`src/rtl/noc_parameters.sv`:
```
// Shared NoC definitions for the AXI NI: flit type codes, request header field
// offsets, request header record and the AXI3 LOCK encoding for locked accesses.
package noc_parameters;

  localparam int FLIT_W   = 80;
  localparam int PATH_W   = 7;
  localparam int HDR_ID_W = 4;

  typedef enum logic [1:0] {
    FT_BODY      = 2'b00,
    FT_HEAD      = 2'b01,
    FT_TAIL      = 2'b10,
    FT_HEAD_TAIL = 2'b11
  } flit_type_t;

  localparam logic [1:0] AXI_LOCK_LOCKED = 2'b10;

  // Header flit field offsets (LSB of each field)
  localparam int PATH_LSB  = 73;
  localparam int SRC_LSB   = 69;
  localparam int READ_BIT  = 68;
  localparam int LOCK_BIT  = 67;
  localparam int ID_LSB    = 63;
  localparam int ADDR_LSB  = 31;
  localparam int LEN_LSB   = 27;
  localparam int SIZE_LSB  = 24;
  localparam int BURST_LSB = 22;
  localparam int CACHE_LSB = 18;
  localparam int PROT_LSB  = 15;

  // Payload flit field offsets
  localparam int WDATA_LSB = 16;
  localparam int WSTRB_LSB = 8;
  localparam int WLAST_BIT = 7;

  typedef enum logic [1:0] {
    ST_IDLE = 2'd0,
    ST_HDR  = 2'd1,
    ST_DATA = 2'd2
  } state_t;

  typedef enum logic {
    PRIO_READ  = 1'b0,
    PRIO_WRITE = 1'b1
  } prio_t;

  typedef struct packed {
    logic                is_read;
    logic [1:0]          lock;
    logic [HDR_ID_W-1:0] id;
    logic [31:0]         addr;
    logic [3:0]          len;
    logic [2:0]          size;
    logic [1:0]          burst;
    logic [3:0]          cache;
    logic [2:0]          prot;
  } req_hdr_t;

  function automatic logic [FLIT_W-1:0] build_header(
    input logic [PATH_W-1:0] path,
    input logic [3:0]        source,
    input req_hdr_t          h
  );
    logic [FLIT_W-1:0] f;
    f = '0;
    f[PATH_LSB +: PATH_W]   = path;
    f[SRC_LSB +: 4]         = source;
    f[READ_BIT]             = h.is_read;
    f[LOCK_BIT]             = (h.lock == AXI_LOCK_LOCKED);
    f[ID_LSB +: HDR_ID_W]   = h.id;
    f[ADDR_LSB +: 32]       = h.addr;
    f[LEN_LSB +: 4]         = h.len;
    f[SIZE_LSB +: 3]        = h.size;
    f[BURST_LSB +: 2]       = h.burst;
    f[CACHE_LSB +: 4]       = h.cache;
    f[PROT_LSB +: 3]        = h.prot;
    f[1:0]                  = h.is_read ? FT_HEAD_TAIL : FT_HEAD;
    return f;
  endfunction

  function automatic logic [FLIT_W-1:0] build_payload(
    input logic [63:0] data,
    input logic [7:0]  strb,
    input logic        last_in,
    input logic        tail
  );
    logic [FLIT_W-1:0] f;
    f = '0;
    f[WDATA_LSB +: 64] = data;
    f[WSTRB_LSB +: 8]  = strb;
    f[WLAST_BIT]       = last_in;
    f[1:0]             = tail ? FT_TAIL : FT_BODY;
    return f;
  endfunction

endpackage

```
`src/rtl/axi_ni_request_packetizer.sv`:
```
// AXI3 request packetizer for the NI initiator: turns AR and AW/W transactions
// into a header flit (plus one payload flit per write beat) for the NI output buffer.
module axi_ni_request_packetizer
  import noc_parameters::*;
#(
  parameter int FLIT_WIDTH = 80,
  parameter int ID_WD      = 4
) (
  input  logic                  clk,
  input  logic                  rst,
  input  logic [3:0]            SOURCE,
  output logic [3:0]            lut_address,
  input  logic [PATH_W-1:0]     lut_path,
  output logic [FLIT_WIDTH-1:0] flit,
  output logic                  valid,
  input  logic                  stall,
  input  logic [ID_WD-1:0]      ARID,
  input  logic [31:0]           ARADDR,
  input  logic [3:0]            ARLEN,
  input  logic [2:0]            ARSIZE,
  input  logic [1:0]            ARBURST,
  input  logic [1:0]            ARLOCK,
  input  logic [3:0]            ARCACHE,
  input  logic [2:0]            ARPROT,
  input  logic                  ARVALID,
  output logic                  ARREADY,
  input  logic [ID_WD-1:0]      AWID,
  input  logic [31:0]           AWADDR,
  input  logic [3:0]            AWLEN,
  input  logic [2:0]            AWSIZE,
  input  logic [1:0]            AWBURST,
  input  logic [1:0]            AWLOCK,
  input  logic [3:0]            AWCACHE,
  input  logic [2:0]            AWPROT,
  input  logic                  AWVALID,
  output logic                  AWREADY,
  input  logic [63:0]           WDATA,
  input  logic [7:0]            WSTRB,
  input  logic                  WLAST,
  input  logic                  WVALID,
  output logic                  WREADY,
  output logic                  wlast_err
);

  state_t            state_q, state_d;
  prio_t             prio_q, prio_d;
  req_hdr_t          hdr_q, hdr_d;
  logic [3:0]        beat_q, beat_d;
  logic              wlast_err_q, wlast_err_d;
  logic [FLIT_W-1:0] flit_c;
  logic              beat_is_last;

  assign lut_address  = hdr_q.addr[31:28];
  assign beat_is_last = (beat_q == hdr_q.len);
  assign flit         = flit_c;
  assign wlast_err    = wlast_err_q;

  always_ff @(posedge clk or posedge rst) begin
    if (rst) begin
      state_q     <= ST_IDLE;
      prio_q      <= PRIO_READ;
      hdr_q       <= '0;
      beat_q      <= '0;
      wlast_err_q <= 1'b0;
    end else begin
      state_q     <= state_d;
      prio_q      <= prio_d;
      hdr_q       <= hdr_d;
      beat_q      <= beat_d;
      wlast_err_q <= wlast_err_d;
    end
  end

  // Readies are gated by rst so they read 0 while reset is held, even with VALIDs up.
  always_comb begin
    state_d     = state_q;
    prio_d      = prio_q;
    hdr_d       = hdr_q;
    beat_d      = beat_q;
    wlast_err_d = wlast_err_q;
    ARREADY     = 1'b0;
    AWREADY     = 1'b0;
    WREADY      = 1'b0;
    valid       = 1'b0;
    flit_c      = '0;

    case (state_q)
      ST_IDLE: begin
        if (!rst) begin
          ARREADY = ARVALID && (!AWVALID || prio_q == PRIO_READ);
          AWREADY = AWVALID && (!ARVALID || prio_q == PRIO_WRITE);
        end
        if (ARREADY) begin
          hdr_d.is_read = 1'b1;
          hdr_d.lock    = ARLOCK;
          hdr_d.id      = HDR_ID_W'(ARID);
          hdr_d.addr    = ARADDR;
          hdr_d.len     = ARLEN;
          hdr_d.size    = ARSIZE;
          hdr_d.burst   = ARBURST;
          hdr_d.cache   = ARCACHE;
          hdr_d.prot    = ARPROT;
          state_d       = ST_HDR;
        end else if (AWREADY) begin
          hdr_d.is_read = 1'b0;
          hdr_d.lock    = AWLOCK;
          hdr_d.id      = HDR_ID_W'(AWID);
          hdr_d.addr    = AWADDR;
          hdr_d.len     = AWLEN;
          hdr_d.size    = AWSIZE;
          hdr_d.burst   = AWBURST;
          hdr_d.cache   = AWCACHE;
          hdr_d.prot    = AWPROT;
          state_d       = ST_HDR;
        end
      end

      ST_HDR: begin
        valid  = 1'b1;
        flit_c = build_header(lut_path, SOURCE, hdr_q);
        if (!stall) begin
          prio_d = (prio_q == PRIO_READ) ? PRIO_WRITE : PRIO_READ;
          if (hdr_q.is_read) begin
            state_d = ST_IDLE;
          end else begin
            beat_d  = '0;
            state_d = ST_DATA;
          end
        end
      end

      // The tail is chosen from the beat counter; WLAST is only cross-checked.
      ST_DATA: begin
        valid  = WVALID;
        WREADY = !stall;
        flit_c = build_payload(WDATA, WSTRB, WLAST, beat_is_last);
        if (WVALID && !stall) begin
          beat_d = beat_q + 4'd1;
          if (WLAST != beat_is_last) begin
            wlast_err_d = 1'b1;
          end
          if (beat_is_last) begin
            state_d = ST_IDLE;
          end
        end
      end

      default: begin
        state_d = ST_IDLE;
      end
    endcase
  end

endmodule

```
`config.mk`:
```
export PLATFORM = sky130hd
export DESIGN_NAME = axi_ni_request_packetizer
export DESIGN_NICKNAME = d
export VERILOG_FILES = /design/src/rtl/noc_parameters.sv /design/src/rtl/axi_ni_request_packetizer.sv
export SDC_FILE = /design/constraint.sdc
export NUM_CORES = 1
export LEC_CHECK = 0
export ABC_AREA = 1
export BUFFER_PORTS_ARGS = -buffer_cell sky130_fd_sc_hd__buf_2
export CORE_AREA = 2 2 112 114
export CTS_CLUSTER_SIZE = 8
export DETAILED_ROUTE_END_ITERATION = 8
export DIE_AREA = 0 0 114 116
export PLACE_DENSITY = 0.69
export SYNTH_ARGS = -nofsm -noshare
export SYNTH_HDL_FRONTEND = slang
export SYNTH_SLANG_ARGS = --single-unit
```
`constraint.sdc`:
```
create_clock -name clk -period 2.9 [get_ports clk]
set_clock_uncertainty 0.2 [all_clocks]
set_input_delay 0.58 -clock clk [delete_from_list [all_inputs] [get_ports clk]]
set_output_delay 0.58 -clock clk [all_outputs]
set_load 0.01 [all_outputs]
```
# == After elaboration in Yosys (flattened, before gate mapping) ==
# Cells that the tools add are included.
# totals
ff_bits,63
out_inout_bits,89
# op_classes
add_sub_neg,1
eq_ne,10
muxes,25
bitwise,2
reduce_logical,16
# ops
operator,n
$pmux W80 S2,1
$mux W55,2
$mux W2,8
$mux W4,3
$mux W1,8
$ne A2 B2 Y1 const B,4
$pmux W4 S2,1
$reduce_and A4 Y1,2
$pmux W2 S3,1
$add A4 B1 Y4 const B,1
$eq A2 B2 Y1 const B,2
$eq A4 B4 Y1,1
$reduce_and A2 Y1,2
$reduce_bool A2 Y1,2
$logic_and A1 B1 Y1,3
$logic_not A1 Y1,3
$ne A3 B3 Y1 const B,1
$reduce_and A3 Y1,1
$eq A2 B1 Y1 const B,1
$logic_not A2 Y1,1
$logic_or A1 B1 Y1,2
$not A1 Y1,2
$pmux W1 S2,1
$ne A1 B1 Y1,1

# == Logic depth before layout (Yosys ltp) ==
# Gate-level depths: netlist of run 1.
# logic_depth
depth_word,8
mapped_depth,11

# == Worst setup path before layout of run 1 ==
# No wires, ideal clock.
# synth_path
path_type,input to output
start,input port rst
end,output port ARREADY
arrival_time_ps,2047
t_required_ps,2120
path_slack_ps,73
stages,5
path_buffers,2
cell_sequence,inv_2 > nand3_2 > buf_4 > buf_4 > nor2_1
# synth_between
elab_chain_cells,3
# synth_lines
item,line_no,source
from (decl),axi_ni_request_packetizer.sv:10,"input logic rst,"
$mux W1,axi_ni_request_packetizer.sv:89,if (!rst) begin
$mux W1 (2 in a row),axi_ni_request_packetizer.sv:87,case (state_q)
to (decl),axi_ni_request_packetizer.sv:26,"output logic ARREADY,"
# Every way passes these cells. The select of a mux whose other input is x is not followed.

# == Worst setup path in the final report of run 1 ==
# layout_path
start,register state_q[0]
end,output port flit[77]
# layout_between
elab_chain_cells,2
word_cells_on_any_way,3
cone_classes,2 x eq/ne; 1 x mux
# layout_lines
item,line_no,source
from (decl),axi_ni_request_packetizer.sv:45,"state_t state_q, state_d;"
from (signal assigned),axi_ni_request_packetizer.sv:66,state_q <= state_d;
$eq A2 B2 Y1 or $eq A2 B1 Y1 (tied branches),axi_ni_request_packetizer.sv:87,
$pmux W80 S2 *,axi_ni_request_packetizer.sv:87,
to (decl),axi_ni_request_packetizer.sv:14,"output logic [FLIT_WIDTH-1:0] flit,"
# Every way passes the cells marked *; elsewhere a longest branch is shown, timed or not.

==> results of run 1 <==
final timing paths:
kind | from | end | slack, ns | depth (start not counted)
worst max-delay path | state_q[0]$_DFFE_PP0P_ | flit[77] | 0.25 | 6
max in group asynchronous | rst | hdr_q[1]$_DFFE_PP0P_ | 1.92 | 3
worst max register to register | state_q[0]$_DFFE_PP0P_ | beat_q[3]$_DFFE_PP0P_ | 0.78 | 8
min in group clk | wlast_err$_DFFE_PP0P_ | wlast_err$_DFFE_PP0P_ | 0.27 | 2
worst min register to register | wlast_err$_DFFE_PP0P_ | wlast_err$_DFFE_PP0P_ | 0.27 | 2
worst min-delay path | rst | prio_q$_DFFE_PP0P_ | 0.22 | 3
critical path: cells and delay by family (launching register included):
family                   cells  cell delay, ns
AO/OA/AOI/OAI                1            0.22
adder cells (fa/ha/maj)      1            0.18
buffers and inverters        3            0.63
flip-flops                   1            0.40
AND/OR/NAND/NOR              1            0.10
synth_stat cells:
cell type,number,area [sq um]
a21oi_1,72,360
a31oi_1,49,307
buf_1,3,11.3
buf_2,21,105
buf_4,15,113
buf_6,3,33.8
clkbuf_1,12,45.0
conb_1,1,3.75
dfrtp_1,63,1580
ha_1,4,50.1
inv_1,28,105
inv_2,2,7.51
nand2_1,268,1010
nand3_1,10,50.1
nand3_2,1,10.0
nand4_1,1,6.26
nor2_1,60,225
nor2_4,1,11.3
o21ai_0,8,40.0
o21ai_2,1,8.76
o22ai_1,5,31.3
o31ai_1,1,7.51
xnor2_1,1,8.76
xor2_1,1,8.76
final cells by class:
class,instances,area (sq um)
fillers,1234,6080
well taps,147,184
flip-flops and latches,63,1580
inverters,30,113
repair buffers,294,1520
clock buffers,10,239
clock inverters,4,47.5
multi-input cells,488,2150
layout by cell type, fill, tap and decap left out, drive strengths merged:
master,n
nor2,61
xor2,1
conb,5
o22ai,5
o31ai,1
clkinvlp,1
a21oi,72
clkbuf,10
inv,30
nand2,268
buf,294
nand4,1
ha,4
clkinv,2
a31oi,49
o21ai,9
nand3,11
bufinv,1
dfrtp,63
xnor2,1
power groups by stage:
stage          logic, uW  clock network [uW]  registers, uW
2_1_floorplan       1990                   0           1490
3_3_place_gp        2820                   0           1570
3_5_place_dp        2850                   0           1580
4_1_cts             2860                1080           1570
5_1_grt             3210                1120           1630
6_report            2830                1050           1570
through the flow:
stage               std cells  utilization [%]  worst slack (ns)
floorplan                 635                -            0.0728
global placement         1022             46.5             0.655
detailed placement       1022             46.5             0.625
CTS                      1036             48.9             0.264
global route             1036             48.9             0.126
finish                   1036             48.9             0.251
flip-flops by register name, summed over array words and instances (netlist names):
name	cells
beat_q	4
hdr_q	51
lut_address	4
prio_q	1
state_q	2
wlast_err	1
kinds of logic after synthesis:
logic type	after synthesis	synth area share, %
and+or+nand+nor	341	31.7
AOI/OAI and AO/OA	136	18.3
buffers and inverters	84	10.2
DFF	63	38.2
adders and majority gates	4	1.21
xor gates and xnor gates	2	0.424
other	1	0.0908
layer usage:
| metal | vias up | GRT usage [%] | part of all wire [%] |
|---|---|---|---|
| met4 | 0 | 8.21 | 1.8 |
| met2 | 216 | 36.2 | 49 |
| met5 | - | 0 | 0 |
| li1 | 2536 | - | - |
| met3 | 19 | 4.24 | 8.5 |
| met1 | 2188 | 24.3 | 40 |
==> summary.md, run 1 <==
| Metric | Value |
|---|---|
| CTS sink count | `63` |
| Setup Viol. Count Final | `0` |
| Crit. End Element | `output pin` |
| Max cap viols | `0` |
| Status | `finished clean` |
| Synth Register Bits | `between 60 and 70` |
| Initial antenna violation count | `0` |
| DPL Wire Length | `10.6 mm` |
| Worst-case clock buffer depth | `2` |
| Core area | `11,900 sq um` |
| Sequential Power Share | `~29%` |
| Largest net degree at the start of global routing | `between 50 and 60` |
| Post-placement cell area | `roughly 5500 sq um` |
| Sw Share | `approximately 44%` |
| Slew HR | `63.6%` |
| Die height | `~120 um` |
| Clock Power Share | `a little under a fifth` |
| Combinational power share | `a little over half` |
| Overflow after GRT | `0` |
| Final TNS setup | `0 ns` |
| Final Hold Viols | `0` |
| Total GRT Usage | `between 20% and 30%` |
| Worst-Margin Slew | `0.547 ns` |
| Final slew viol count | `0` |
| Layout cells sized above 1 | `a little over a third` |
| Die ar. | `approximately 13,000 sq um` |
| Antenna Nets Post-Route | `0` |
| P per Cell Area | `slightly above 900 nW/um^2` |
| CP max-delay cell | `dfrtp_1` |
| Hold slack | `about 0.22 ns` |
| Worst min-delay path class | `in2async` |
| Antenna fix cells | `0` |
| Synthesized cell area | `roughly 4100 sq um` |
| First-iteration detailed-routing DRC count | `290` |
| Post-synthesis cell type count | `24` |
| Vias/cell | `4.79` |
| Cts repair resizes | `0` |
| Pint | `3030 uW` |
| GP Congestion | `between 0.8 and 0.9` |
| Worst-path cell chain | `inv_1 > ha_2 > buf_4 > nand2_1 > a21oi_1 > buf_2` |
| Port Buffers | `about 280` |
| CP required | `2.12 ns` |
| Wire per inst | `13.4 um` |
| Total CTS buffers | `9` |
| Leakage power total | `0.00311 uW` |
| CP Class | `reg2out` |
| H-Tree Depth | `3` |
| Total power | `5450 uW` |
| Final Cell Area | `just under 6000 sq um` |
| Synth warnings | `0` |
| Critical Path Max Stage Delay | `about 0.4 ns` |
| Residual DRC count | `0` |
| Root Driver | `clkbuf_16` |
| Critical Path Source Type | `flop` |
| Post-synthesis sequential area ratio | `between 30% and 40%` |
| Period minus WS final | `around 2.6 ns` |
| Worst-Skew Late Latency | `~0.33 ns` |
| # Post-CTS Setup Buffers | `0` |
| Hold buffers post-CTS | `0` |
| Vias in the first global route | `4,626` |
| CP Max Fanout | `41` |
| Synth Instances | `631` |
| Vias | `around 5.0k` |
| Syn Area/Cell | `~6.5 sq um` |
| CTS tree | `built` |
| Fmax | `~0.38 GHz` |
| Die W | `~110 um` |
| CTS clk-pin slew, worst paths | `0.05 ns` |
| Final wirelength | `around 14 mm` |
| P_sw | `approximately 2400 uW` |
| Crit share post-route | `91.4%` |
| Nets | `around 1.1k` |
| First-pass GRT wire length | `approximately 21 mm` |
| Row cnt | `40` |
| RSZ-0062 raised after global routing | `no` |
| # IOs | `approximately 290` |
| Arrival time worst endpoint | `roughly 1.9 ns` |
| Maximum vdd drop | `roughly 0.00042 V` |
| Initial Util | `34.7%` |
| Area delta synth->final | `41.1%` |
| Drt first pass iters | `4` |
(Power assumes the default switching activity.)
==> run 2: changes to the inputs <==
REMOVE_ABC_BUFFERS = 1   (was not set)
==> summary.md, run 2 (same netlist as run 1, synthesis figures left out) <==
| Metric | Value |
|---|---|
| CP Max Fanout | `26 (-37%)` |
| Largest reg by FF count | `hdr_q` |
| P per Cell Area | `936 nW/um^2 (about the same)` |
| Fill cells | `1,267 (+2.7%)` |
| Worst-path cell chain | `inv_1 > ha_2 > buf_12 > nand2_1 > a21oi_1 > buf_2` |
| Vias/cell | `4.73 (-1.1%)` |
| Commonest non-fill, non-tap cell in the layout | `buf_2` |
| Area delta synth->final | `42.7%` |
| GR Util met2 | `36.4% (+0.28 points)` |
| Final Cell Area | `5900 sq um (+1.1%)` |
| Nets | `1,088 (unchanged)` |
| Worst-Skew Late Latency | `0.32 ns (about the same)` |
| Period minus WS final | `2.81 ns (+0.156 ns)` |
| Status | `finished clean` |
| H-Tree Depth | `3 (unchanged)` |
| Leakage power total | `0.00313 uW (+0.70%)` |
| Layout cells sized above 1 | `35.5% (-0.080 points)` |
| Maximum vdd drop | `0.000321 V (-24%)` |
| Total power | `5520 uW (+1.2%)` |
| Largest net degree at the start of global routing | `109 (+91%)` |
| CTS clk-pin slew, worst paths | `0.05 ns (about the same)` |
| First-iteration detailed-routing DRC count | `196 (-32%)` |
| RSZ-0062 raised after global routing | `no` |
| Reg area | `1580 sq um (unchanged)` |
| Post-placement cell area | `5590 sq um (+0.90%)` |
| CP max-delay cell | `ha_2` |
| Vias | `4,914 (-0.91%)` |
| GP Congestion | `0.818 (-1.2%)` |
| Fmax | `0.356 GHz (-5.6%)` |
| Final slew viol count | `0 (unchanged)` |
| Total GRT Usage | `20.1% (-0.27 points)` |
| Total CTS buffers | `9 (unchanged)` |
| CTS tree | `built` |
| M1 GR Usage | `23.8% (-0.48 points)` |
| Antenna fix cells | `0 (unchanged)` |
| # IOs | `287 (unchanged)` |
| Crit. End Element | `output pin` |
| CP Class | `reg2out` |
| Worst min-delay path class | `in2async` |
| Grt met3 use | `3.92% (-0.31 points)` |
| Overflow after GRT | `0 (unchanged)` |
| # Post-CTS Setup Buffers | `0 (unchanged)` |
| Port Buffers | `281 (unchanged)` |
| Die ar. | `13,200 sq um (unchanged)` |
| Core Util, Final | `49.5% (+0.55 points)` |
| Final wirelength | `13.8 mm (-0.28%)` |
| Core area | `11,900 sq um (unchanged)` |
| DPL Wire Length | `10.5 mm (-0.72%)` |
| Arrival time worst endpoint | `2.03 ns (+0.16 ns)` |
| Antenna Nets Post-Route | `0 (unchanged)` |
| Crit share post-route | `96.8% (+5.4 points)` |
| Vias in the first global route | `4,279 (-7.5%)` |
| Die W | `114 um (unchanged)` |
| Multi-input logic area | `2160 sq um (+0.46%)` |
| Worst-case clock buffer depth | `2 (unchanged)` |
| Row cnt | `40 (unchanged)` |
| CTS sink count | `63 (unchanged)` |
| Max reg flops | `51 (unchanged)` |
| Critical Path Source Type | `flop` |
| Root Driver | `clkbuf_16` |
| Wire per inst | `13.3 um (-0.47%)` |
| Final Hold Viols | `0 (unchanged)` |
| Die height | `116 um (unchanged)` |
| Setup Viol. Count Final | `0 (unchanged)` |
| Residual DRC count | `0 (unchanged)` |
| CP required | `2.12 ns (about the same)` |
| Critical Path Max Stage Delay | `0.48 ns (+0.08 ns)` |
| Max cap viols | `0 (unchanged)` |
| First-pass GRT wire length | `20.9 mm (-2.1%)` |
| Initial Util | `34.7% (unchanged)` |
| Drt first pass iters | `4 (unchanged)` |
| Highest-count cells in the layout ignoring fill and taps | `buf_2, nand2_1, a21oi_1` |
| Initial antenna violation count | `0 (unchanged)` |
| Grt peak-use layer | `met2` |
[run 2: routing by layer]
metal | up-vias | wire (um)
met5 | - | 0
met4 | 0 | 252
met3 | 19 | 991
met2 | 191 | 6900
met1 | 2161 | 5670
li1 | 2543 | -
[run 2: where the power goes]
| part | switching, uW | internal [uW] |
|---|---|---|
| Combinational | 1760 | 1120 |
| Clock | 367 | 684 |
| Sequential | 282 | 1300 |
[run 2: final timing paths]
check,start,end,slack (ns),depth (start not counted)
max in group asynchronous,rst,hdr_q[27]$_DFFE_PP0P_,1.94,3
min in group clk,wlast_err$_DFFE_PP0P_,wlast_err$_DFFE_PP0P_,0.29,2
worst min register to register,wlast_err$_DFFE_PP0P_,wlast_err$_DFFE_PP0P_,0.29,2
worst max register to register,state_q[1]$_DFFE_PP0P_,beat_q[0]$_DFFE_PP0P_,0.79,9
worst max-delay path,state_q[1]$_DFFE_PP0P_,flit[72],0.09,6
worst min-delay path,rst,hdr_q[34]$_DFFE_PP0P_,0.21,3
[run 2: worst max-delay path: cells and delay by family, from the launching register on]
kind	cells	cell delay, ns
DFF	1	0.41
and+or+nand+nor	1	0.06
buffers and inverters	3	0.50
AOI/OAI and AO/OA	1	0.24
adders and majority gates	1	0.48
[run 2: area by class of cell]
| class | count | area share [%] |
|---|---|---|
| tap | 147 | 3.12 |
| timing repair buffer | 294 | 26.6 |
| inverter | 30 | 1.91 |
| sequential | 63 | 26.7 |
| clock inverter | 4 | 0.764 |
| multi-input combinational | 488 | 36.7 |
| clock buffer | 12 | 4.18 |
[run 2: what timing repair did]
item                                    CTS  global route
gates resized for setup                   0             1
hold buffers                              0             0
endpoints found under the setup margin    0             2
[run 2: metrics by stage]
step                      hold slack (ns)  instances  TNS [ns]  setup WS [ns]
after floorplan                     0.267        581    -33.41         -0.572
after global placement              0.242       1022         0          0.471
after detailed placement            0.283       1022         0          0.424
after CTS                           0.212       1038         0         0.0794
after global routing                0.250       1038         0        0.00326
final                               0.210       1038         0         0.0941
==> run 3: changes to the inputs <==
ABC_AREA = not set   (was 1)
PLACE_DENSITY = 0.7   (was 0.69)
==> summary.md, run 3 <==
| Metric | Value |
|---|---|
| Total GRT Usage | `18.8% (-1.3 points)` |
| RSZ-0062 raised after global routing | `no` |
| Vias | `4,428 (-9.9%)` |
| Post-synthesis sequential area ratio | `37.1% (-1.0 points)` |
| CP required | `2.12 ns (about the same)` |
| H-Tree Depth | `3 (unchanged)` |
| Commonest non-fill, non-tap cell in the layout | `buf_2` |
| Most common cell in the synthesized netlist | `nor2b_1` |
| DPL Wire Length | `9.66 mm (-8.1%)` |
| Ys async rst share | `100% (unchanged)` |
| Pint | `3400 uW (+9.5%)` |
| CTS clk-pin slew, worst paths | `0.05 ns (about the same)` |
| GP Congestion | `0.835 (+2.1%)` |
| Antenna Nets Post-Route | `0 (unchanged)` |
| Drt first pass iters | `4 (unchanged)` |
| Synth warnings | `0 (unchanged)` |
| Final Cell Area | `5990 sq um (+1.7%)` |
| Nets | `929 (-15%)` |
| Clock Power Share | `17.6% (-1.4 points)` |
| Synthesized cell area | `4250 sq um (+2.8%)` |
| FF-to-FF path depth | `6 (-3)` |
| Sw Share | `40.5% (-3.2 points)` |
| Die ar. | `13,200 sq um (unchanged)` |
| Worst-case clock buffer depth | `2 (unchanged)` |
| CP max-delay cell | `dfrtp_1` |
| Die W | `114 um (unchanged)` |
| Final Hold Viols | `0 (unchanged)` |
| Overflow after GRT | `0 (unchanged)` |
| Worst r2r src | `state_q[0]$_DFFE_PP0P_` |
| Largest net degree at the start of global routing | `83 (-24%)` |
| Final slew viol count | `0 (unchanged)` |
| Slew HR | `60.8%` |
| Max cap viols | `0 (unchanged)` |
| CP Max Fanout | `82 (+220%)` |
| Vias/cell | `5.04 (+6.5%)` |
| Arrival time worst endpoint | `1.85 ns (-0.18 ns)` |
| # IOs | `287 (unchanged)` |
| Root Driver | `clkbuf_16` |
| Initial Util | `35.6% (+0.96 points)` |
| Syn Area/Cell | `8.99 sq um (+37%)` |
| Multi-input logic area | `2380 sq um (+10%)` |
| P per Cell Area | `954 nW/um^2 (+2.0%)` |
| Maximum vdd drop | `0.000441 V (+37%)` |
| Synth Register Bits | `63 (unchanged)` |
| Crit path buf inv count | `4 (+1)` |
| Worst-Skew Late Latency | `0.32 ns (about the same)` |
| Core Util, Final | `50.3% (+0.83 points)` |
| Crit share post-route | `90.7% (-6.1 points)` |
| Wire per inst | `14.4 um (+8.3%)` |
| Antenna fix cells | `0 (unchanged)` |
| Post-placement cell area | `5720 sq um (+2.2%)` |
| Top_reg_cell synth | `dfrtp_1` |
| CTS sink count | `63 (unchanged)` |
| Row cnt | `40 (unchanged)` |
| Fmax | `0.380 GHz (+6.7%)` |
| Post-synth EDFFs | `0 (unchanged)` |
| Ranking of synthesized cells by area | `dfrtp_1, mux2i_1, a22oi_1` |
| Largest reg by FF count | `hdr_q` |
| Leakage power total | `0.00295 uW (-5.7%)` |
| Vias in the first global route | `4,317 (+0.89%)` |
| Cell family contributing the most delay on the critical path | `buffers and inverters` |
| Total CTS buffers | `9 (unchanged)` |
| Fill cells | `1,155 (-8.8%)` |
| Period minus WS final | `2.63 ns (-0.177 ns)` |
| Most frequent cells after synthesis | `nor2b_1, a22oi_1, dfrtp_1` |
| Layout cells sized above 1 | `43.4% (+7.9 points)` |
| Setup Viol. Count Final | `0 (unchanged)` |
| Core area | `11,900 sq um (unchanged)` |
| Post-synthesis cell type count | `35 (+46%)` |
| Port Buffers | `281 (unchanged)` |
| Critical Path Source Type | `flop` |
| Synth Instances | `472 (-25%)` |
| First-iteration detailed-routing DRC count | `155 (-21%)` |
| Sequential Power Share | `27.2% (-1.5 points)` |
| FF-to-FF End | `state_q[0]$_DFFE_PP0P_` |
| Area delta synth->final | `41.2%` |
| Reg area | `1580 sq um (unchanged)` |
| Status | `finished clean` |
| Cts repair resizes | `0 (unchanged)` |
| P_sw | `2320 uW (-3.9%)` |
| First-pass GRT wire length | `19.9 mm (-5.0%)` |
| Hold buffers post-CTS | `0 (unchanged)` |
| Residual DRC count | `0 (unchanged)` |
| R2R Setup Slk | `0.67 ns (-0.12 ns)` |
| CTS tree | `built` |
| Max reg flops | `51 (unchanged)` |
| Initial antenna violation count | `0 (unchanged)` |
| Worst-Margin Slew | `a little under 0.6 ns` |
| Combinational power share | `55.2% (+3.0 points)` |
| Die height | `116 um (unchanged)` |
| Highest-count cells in the layout ignoring fill and taps | `buf_2, nor2b_1, a22oi_1, dfrtp_1, nor2_1` |
| Crit. End Element | `output pin` |
| # Post-CTS Setup Buffers | `0 (unchanged)` |
| Synth top area share | `37.1% (-1.0 points)` |
| Worst-path cell chain | `inv_1 > ha_2 > buf_12 > bufinv_8 > nor2_1 > buf_2` |
| Cell accounting for the most synthesized area | `dfrtp_1` |
| Critical Path Max Stage Delay | `0.40 ns (-0.08 ns)` |
| CP Class | `reg2out` |
| Final wirelength | `12.7 mm (-8.4%)` |
| Worst min-delay path class | `in2async` |
## run 3: changes by cell type after synthesis, moves of 17 or more
cell	before	now
mux2i_1	0	56
a31oi_1	49	0
a21oi_1	72	55
inv_1	28	6
nor2b_1	0	67
nand2_1	268	11
a22oi_1	0	63
## run 3: how the worst max path moves through the flow
| stage | endpoint | cells after the start | startpoint |
|---|---|---|---|
| floorplan | ARREADY | 3 | ARVALID |
| global placement | WREADY | 6 | state_q[0]$_DFFE_PP0P_ |
| detailed placement | WREADY | 6 | state_q[0]$_DFFE_PP0P_ |
| CTS | WREADY | 6 | state_q[0]$_DFFE_PP0P_ |
| global route | flit[40] | 6 | state_q[0]$_DFFE_PP0P_ |
| finish | WREADY | 6 | state_q[0]$_DFFE_PP0P_ |
## run 3: cell families after synthesis
| logic type | count (synthesis) | synth area share (%) |
|---|---|---|
| AND/OR/NAND/NOR | 149 | 18.3 |
| AO/OA/AOI/OAI | 134 | 20.8 |
| flip-flops | 63 | 37.1 |
| buffers and inverters | 58 | 7.72 |
| multiplexers | 57 | 13.6 |
| XOR/XNOR | 6 | 1.24 |
| adder cells (fa/ha/maj) | 4 | 1.18 |
| other | 1 | 0.0883 |
## run 3: final cells by class
cell class / instances / share of cell area (%)
inverters: 7 / 0.668
flip-flops and latches: 63 / 26.3
well taps: 147 / 3.07
clock buffers: 10 / 3.82
clock inverters: 5 / 0.835
repair buffers: 291 / 25.5
multi-input cells: 355 / 39.8
## run 3: worst min-delay path: cells and delay by family
kind | cells | cell delay (ns)
buf+inv | 3 | 0.55
## run 3: power by group through the flow
stage	Clock [uW]	Sequential (uW)	Combinational, uW
6_report	1010	1550	3160
5_1_grt	1090	1610	3500
4_1_cts	1040	1560	3190
3_5_place_dp	0	1560	3190
3_3_place_gp	0	1550	3100
2_1_floorplan	0	1500	2110
## run 3: routing by layer
layer | vias to the layer above | GRT usage (%) | routed length [um]
met5 | - | 0 | 0
met4 | 0 | 5.28 | 114
met3 | 10 | 3.35 | 798
met2 | 184 | 36.9 | 6840
met1 | 2086 | 20.7 | 4910
li1 | 2148 | - | -
## run 3: stage by stage
stage | instances | worst slack [ns] | TNS (ns) | total power, uW | hold WS [ns]
floorplan | 425 | -4.82 | -272.74 | 3610 | 0.265
global placement | 863 | 0.660 | 0 | 4650 | 0.254
detailed placement | 863 | 0.612 | 0 | 4750 | 0.261
CTS | 878 | 0.273 | 0 | 5790 | 0.202
global route | 878 | 0.150 | 0 | 6200 | 0.235
finish | 878 | 0.271 | 0 | 5720 | 0.192
